### src/rtl/gcd_dispatch_if.sv
// gcd_dispatch_if: job, core and result handshake bundle for gcd_dispatch
interface gcd_dispatch_if #(
  parameter int WIDTH = 32
);
  logic             in_valid;
  logic             in_ready;
  logic [WIDTH-1:0] in_a;
  logic [WIDTH-1:0] in_b;
  logic             gcd_start;
  logic [WIDTH-1:0] gcd_a;
  logic [WIDTH-1:0] gcd_b;
  logic [WIDTH-1:0] gcd_result;
  logic             gcd_done;
  logic             out_valid;
  logic             out_ready;
  logic [WIDTH-1:0] out_result;
  logic [3:0]       out_tag;
  logic             out_err;
  logic             busy;
  modport slave (
    input  in_valid, in_a, in_b, gcd_result, gcd_done, out_ready,
    output in_ready, gcd_start, gcd_a, gcd_b, out_valid, out_result, out_tag, out_err, busy
  );
  modport master (
    output in_valid, in_a, in_b, gcd_result, gcd_done, out_ready,
    input  in_ready, gcd_start, gcd_a, gcd_b, out_valid, out_result, out_tag, out_err, busy
  );
endinterface

### src/rtl/gcd_dispatch.sv
// gcd_dispatch: queues GCD jobs and dispatches them one at a time to a gcd core with timeout
module gcd_dispatch #(
  parameter int WIDTH   = 32,
  parameter int DEPTH   = 4,
  parameter int TIMEOUT = 1024
) (
  input logic           clk,
  input logic           reset,
  gcd_dispatch_if.slave bus
);
  localparam int AW = $clog2(DEPTH);
  localparam int CW = $clog2(TIMEOUT + 1);
  typedef enum logic [1:0] {IDLE, ISSUE, WAIT, HOLD} state_t;
  state_t state, state_n;
  logic [WIDTH-1:0] mem_a [DEPTH];
  logic [WIDTH-1:0] mem_b [DEPTH];
  logic [3:0]       mem_tag [DEPTH];
  logic [AW-1:0]    wr_ptr, rd_ptr;
  logic [AW:0]      count;
  logic [3:0]       push_tag, cur_tag;
  logic [CW-1:0]    cnt;
  logic             push, pop, start_job, capture, expire, release_out;
  assign bus.in_ready  = count != (AW+1)'(DEPTH);
  assign push          = bus.in_valid && bus.in_ready;
  assign pop           = state == ISSUE;
  assign start_job     = state == IDLE && count != '0;
  assign capture       = state == WAIT && cnt != '0 && bus.gcd_done;
  assign expire        = state == WAIT && !capture && cnt == CW'(TIMEOUT - 1);
  assign release_out   = state == HOLD && bus.out_ready;
  assign bus.gcd_start = pop;
  assign bus.busy      = state != IDLE || count != '0;
  always_comb state_n = start_job ? ISSUE : pop ? WAIT : (capture || expire) ? HOLD : release_out ? IDLE : state;
  always_ff @(posedge clk)
    if (reset) state <= IDLE;
    else state <= state_n;
  always_ff @(posedge clk)
    if (push) begin
      mem_a[wr_ptr]   <= bus.in_a;
      mem_b[wr_ptr]   <= bus.in_b;
      mem_tag[wr_ptr] <= push_tag;
    end
  always_ff @(posedge clk)
    if (reset) begin
      wr_ptr         <= '0;
      rd_ptr         <= '0;
      count          <= '0;
      push_tag       <= '0;
      cur_tag        <= '0;
      cnt            <= '0;
      bus.gcd_a      <= '0;
      bus.gcd_b      <= '0;
      bus.out_valid  <= 1'b0;
      bus.out_result <= '0;
      bus.out_tag    <= '0;
      bus.out_err    <= 1'b0;
    end else begin
      count <= count + (AW+1)'(push) - (AW+1)'(pop);
      cnt   <= state == WAIT ? cnt + CW'(1) : '0;
      if (push) begin
        wr_ptr   <= wr_ptr + AW'(1);
        push_tag <= push_tag + 4'd1;
      end
      if (pop) rd_ptr <= rd_ptr + AW'(1);
      if (start_job) begin
        bus.gcd_a <= mem_a[rd_ptr];
        bus.gcd_b <= mem_b[rd_ptr];
        cur_tag   <= mem_tag[rd_ptr];
      end
      if (capture || expire) begin
        bus.out_valid  <= 1'b1;
        bus.out_result <= capture ? bus.gcd_result : '0;
        bus.out_tag    <= cur_tag;
        bus.out_err    <= !capture;
      end
      if (release_out) bus.out_valid <= 1'b0;
    end
endmodule

### src/flat_wrapper.sv
// flat-port wrapper written by rule: the top's interface ports become plain ports
module gcd_dispatch_flat 
#(
  parameter int WIDTH   = 32,
  parameter int DEPTH   = 4,
  parameter int TIMEOUT = 1024
)
  (clk, reset, bus_in_valid, bus_in_a, bus_in_b, bus_gcd_result, bus_gcd_done, bus_out_ready, bus_in_ready, bus_gcd_start, bus_gcd_a, bus_gcd_b, bus_out_valid, bus_out_result, bus_out_tag, bus_out_err, bus_busy);
  gcd_dispatch_if #(.WIDTH(WIDTH)) bus_i ();
  input logic clk;
  input logic reset;
  input wire logic [$bits(bus_i.in_valid)-1:0] bus_in_valid;
  input wire logic [$bits(bus_i.in_a)-1:0] bus_in_a;
  input wire logic [$bits(bus_i.in_b)-1:0] bus_in_b;
  input wire logic [$bits(bus_i.gcd_result)-1:0] bus_gcd_result;
  input wire logic [$bits(bus_i.gcd_done)-1:0] bus_gcd_done;
  input wire logic [$bits(bus_i.out_ready)-1:0] bus_out_ready;
  output wire logic [$bits(bus_i.in_ready)-1:0] bus_in_ready;
  output wire logic [$bits(bus_i.gcd_start)-1:0] bus_gcd_start;
  output wire logic [$bits(bus_i.gcd_a)-1:0] bus_gcd_a;
  output wire logic [$bits(bus_i.gcd_b)-1:0] bus_gcd_b;
  output wire logic [$bits(bus_i.out_valid)-1:0] bus_out_valid;
  output wire logic [$bits(bus_i.out_result)-1:0] bus_out_result;
  output wire logic [$bits(bus_i.out_tag)-1:0] bus_out_tag;
  output wire logic [$bits(bus_i.out_err)-1:0] bus_out_err;
  output wire logic [$bits(bus_i.busy)-1:0] bus_busy;
  assign bus_i.in_valid = bus_in_valid;
  assign bus_i.in_a = bus_in_a;
  assign bus_i.in_b = bus_in_b;
  assign bus_i.gcd_result = bus_gcd_result;
  assign bus_i.gcd_done = bus_gcd_done;
  assign bus_i.out_ready = bus_out_ready;
  assign bus_in_ready = bus_i.in_ready;
  assign bus_gcd_start = bus_i.gcd_start;
  assign bus_gcd_a = bus_i.gcd_a;
  assign bus_gcd_b = bus_i.gcd_b;
  assign bus_out_valid = bus_i.out_valid;
  assign bus_out_result = bus_i.out_result;
  assign bus_out_tag = bus_i.out_tag;
  assign bus_out_err = bus_i.out_err;
  assign bus_busy = bus_i.busy;
  gcd_dispatch #(.WIDTH(WIDTH), .DEPTH(DEPTH), .TIMEOUT(TIMEOUT)) u_core (.clk(clk), .reset(reset), .bus(bus_i));
endmodule
### config.mk
export PLATFORM = sky130hd
export DESIGN_NAME = gcd_dispatch_flat
export DESIGN_NICKNAME = d
export VERILOG_FILES = /design/src/rtl/gcd_dispatch_if.sv /design/src/rtl/gcd_dispatch.sv /design/src/flat_wrapper.sv
export SDC_FILE = /design/constraint.sdc
export NUM_CORES = 1
export LEC_CHECK = 0
export BUFFER_PORTS_ARGS = -buffer_cell sky130_fd_sc_hd__buf_2
export CORE_MARGIN = 1.5
export CORE_UTILIZATION = 30
export CTS_CLUSTER_SIZE = 16
export DETAILED_ROUTE_END_ITERATION = 12
export GPL_ROUTABILITY_DRIVEN = 0
export GPL_TIMING_DRIVEN = 0
export PLACE_DENSITY = 0.53
export REMOVE_ABC_BUFFERS = 1
export SLEW_MARGIN = 20
export SYNTH_ARGS = -nofsm -noshare
export SYNTH_HDL_FRONTEND = slang
export SYNTH_SLANG_ARGS = --single-unit
### constraint.sdc
create_clock -name clk -period 2.6 [get_ports clk]
set_input_delay 0.26 -clock clk [delete_from_list [all_inputs] [get_ports clk]]
set_output_delay 0.26 -clock clk [all_outputs]
set_load 0.005 [all_outputs]
==> flow_summary.yaml <==
outcome:
  status: "completed"
detailed_routing:
  vias: 8445
  drt-initial-drc-count: 399
  drc: 0
  first_pass_iters: 4
  drt_wl_total_microns: 32900
  wire_per_inst_microns: 17.8
  routed_via_density: 4.56
  ant_nets: 0
power:
  p_comb_frac: 0.238
  seqPwrFrac: 0.434
  power_mw: 19.2
  irDropWorstVdd_mv: 0.629
  clkPwrFrac: 0.328
  switching_power_mw: 5.41
  internal-power_mw: 13.8
  power.share.switching: 0.282
  leakagePower_nw: 6.89
  cellPowerDensity_mw_per_mm2: 1010
timing:
  hold_slack_ns: 0.110
  hold_viol_final: 0
  fin_crit_sh: 0.883
  drv_slew: 0
  postLayoutSetupSlackWorst_ns: 0.304
  worstMarginPinSlew_ns: 0.803
  skew_ns: 0.0181
  tns_ns: 0
  final-setup-viol-count: 0
  max_freq_mhz: 435
  rsz0062_at_grt: "false"
  relSlewSlack: 0.463
  final.min_clock_period_ns: 2.30
placed_design:
  post-place-ws_ns: 0.302
  dpl.hpwl_microns: 19700
  port_buffers: 205
  place_inst: 1672
synthesis:
  synth_edf_count: 272
  netlist_area_sq_mm: 0.0146
  synth_top_cell_by_area: "edfxtp_1"
  synth_area_leaders: "edfxtp_1 (56%), dfxtp_1 (18%), mux4_2 (11%)"
  synth_cell_types: 42
  synth_most_common_cell: "edfxtp_1"
  yosysWarnings: 0
  ys_top_cells_by_count: "edfxtp_1 (272), nand2_1 (140), dfxtp_1 (130)"
  synth_top_area_frac: 0.561
  ys_ff_latch: 402
  synth-main-ff-cell: "edfxtp_1"
  ys_seq_area_frac: 0.740
  avgSynthCellArea_sq_um: 16.6
  syn_inst: 879
  async_reset_ff_frac: 0
grt:
  grt_pass1_wl_microns: 51300
  grt_util_all_layers: 0.134
  antenna_found_initial: 3
  grt_pass1_vias: 8902
  grt_start_max_net_pins: 77
  grt_overflow_total: 0
clocking:
  htree_levels: 2
  cts_resized: 0
  insertion_delay_ns: 0.57
  cts_buffers: 44
  cts_setup_buffers: 0
  cts_root_buffer: "clkbuf_16"
  clock_path_buffers: 3
  postCtsHoldBufs: 98
  clock-sinks: 402
  cts_tree: "built"
  clkTransAtPathRegs_ns: 0.06
worst_setup_path:
  cp-end-kind: "register"
  arrival_ns: 2.74
  start_kind: "register"
  crit_required_ns: 3.04
  crit_start: "u_core.count[1]"
  regToRegStartpoint: "u_core.count[1]"
  crit_fanout: 8
  path_class: "reg2reg"
die:
  coreArea_sq_mm: 0.0478
  ios: 206
  rows: 80
  die_w_microns: 223
  start_util: 0.304
  die_h_microns: 223
  dieArea_sq_mm: 0.0498
finish:
  fin_nets: 1312
  fin_cells: 1853
  drive_above_1_share: 0.311
  synthToLayoutAreaGrowth_pct: 30.6
min_path:
  hold_start: "bus_in_valid"
  min_path_type: "in2reg"
run:
  drv_cap: 0
==> registers in the layout, indices dropped and copies added, names as in the netlist <==
register               flops
u_core.mem_a             128
u_core.count               3
u_core.bus.gcd_b          32
u_core.bus.out_tag         4
u_core.mem_tag            16
u_core.bus.out_err         1
u_core.bus.gcd_a          32
u_core.state               2
u_core.push_tag            4
u_core.bus.out_valid       1
u_core.mem_b             128
u_core.cnt                11
u_core.bus.out_result     32
u_core.cur_tag             4
u_core.wr_ptr              2
u_core.rd_ptr              2
==> placed cells by master (no fill, tap or decap), drive strengths merged, types with 3 or more instances in the layout <==
| cell | instances |
|---|---|
| a21oi | 69 |
| a22o | 32 |
| and3 | 7 |
| buf | 229 |
| bufinv | 3 |
| clkbuf | 67 |
| clkinv | 8 |
| clkinvlp | 3 |
| dfxtp | 130 |
| dlygate4sd3 | 98 |
| edfxtp | 272 |
| ha | 9 |
| inv | 11 |
| mux2i | 6 |
| mux4 | 68 |
| nand2 | 140 |
| nand2b | 10 |
| nand3 | 5 |
| nor2 | 24 |
| nor2b | 4 |
| nor3 | 8 |
| nor4 | 3 |
| xnor2 | 11 |
| xor2 | 5 |
==> final timing paths <==
kind | cells past startpoint | end | slack (ns)
worst max-delay path | 7 | u_core.count[2] | 0.30
worst min-delay path | 4 | u_core.push_tag[2] | 0.11
worst max register to register | 7 | u_core.count[2] | 0.30
worst min register to register | 2 | u_core.bus.gcd_a[31] | 0.45
==> per-stage QoR <==
| stage | area (sq um) | utilization |
|---|---|---|
| finish | 19000 | 0.397 |
| global placement | 16100 | 0.336 |
| detailed placement | 16500 | 0.346 |
| CTS | 19000 | 0.397 |
| global route | 19000 | 0.397 |
| floorplan | 14300 | - |
==> routing by layer <==
layer	track usage	vias to the layer above	wire length [microns]
met5	0	-	13
met4	0.0482	2	815
met3	0.0361	52	2080
met2	0.222	205	15400
met1	0.168	4227	14600
li1	-	3959	-
==> worst max-delay path, cell delays in order, from the launching register on <==
cell	delay, ns
dfxtp_1	0.34
or3b_1	0.51
and2_1	0.31
ha_1	0.24
fa_1	0.41
xnor2_1	0.18
xnor2_1	0.13
nor2_1	0.05
==> power groups by stage <==
stage / registers, mW / logic (mW) / clock network, mW
3_5_place_dp: 8.49 / 4.64 / 0
4_1_cts: 8.36 / 4.77 / 6.51
5_1_grt: 8.47 / 5.10 / 6.76
6_report: 8.34 / 4.58 / 6.30
3_3_place_gp: 8.29 / 2.49 / 0
2_1_floorplan: 8.50 / 2.25 / 0
==> final cells by class <==
| class | instances | area (sq um) |
|---|---|---|
| antenna | 2 | 5.00 |
| clock buffer | 67 | 1320 |
| tap | 615 | 769 |
| multi-input combinational | 415 | 3520 |
| sequential | 402 | 10800 |
| fill | 4454 | 28800 |
| clock inverter | 14 | 166 |
| inverter | 11 | 41.3 |
| timing repair buffer | 327 | 2400 |
==> kinds of logic after synthesis <==
family	count (synthesis)	synth area share
xor+xnor	16	0.00963
simple gates	211	0.0663
flops	402	0.740
mux	74	0.109
fa+ha+maj	10	0.00911
compound gates	104	0.0450
buf+inv	62	0.0207
Note: power is estimated with default switching activity, not from simulation.
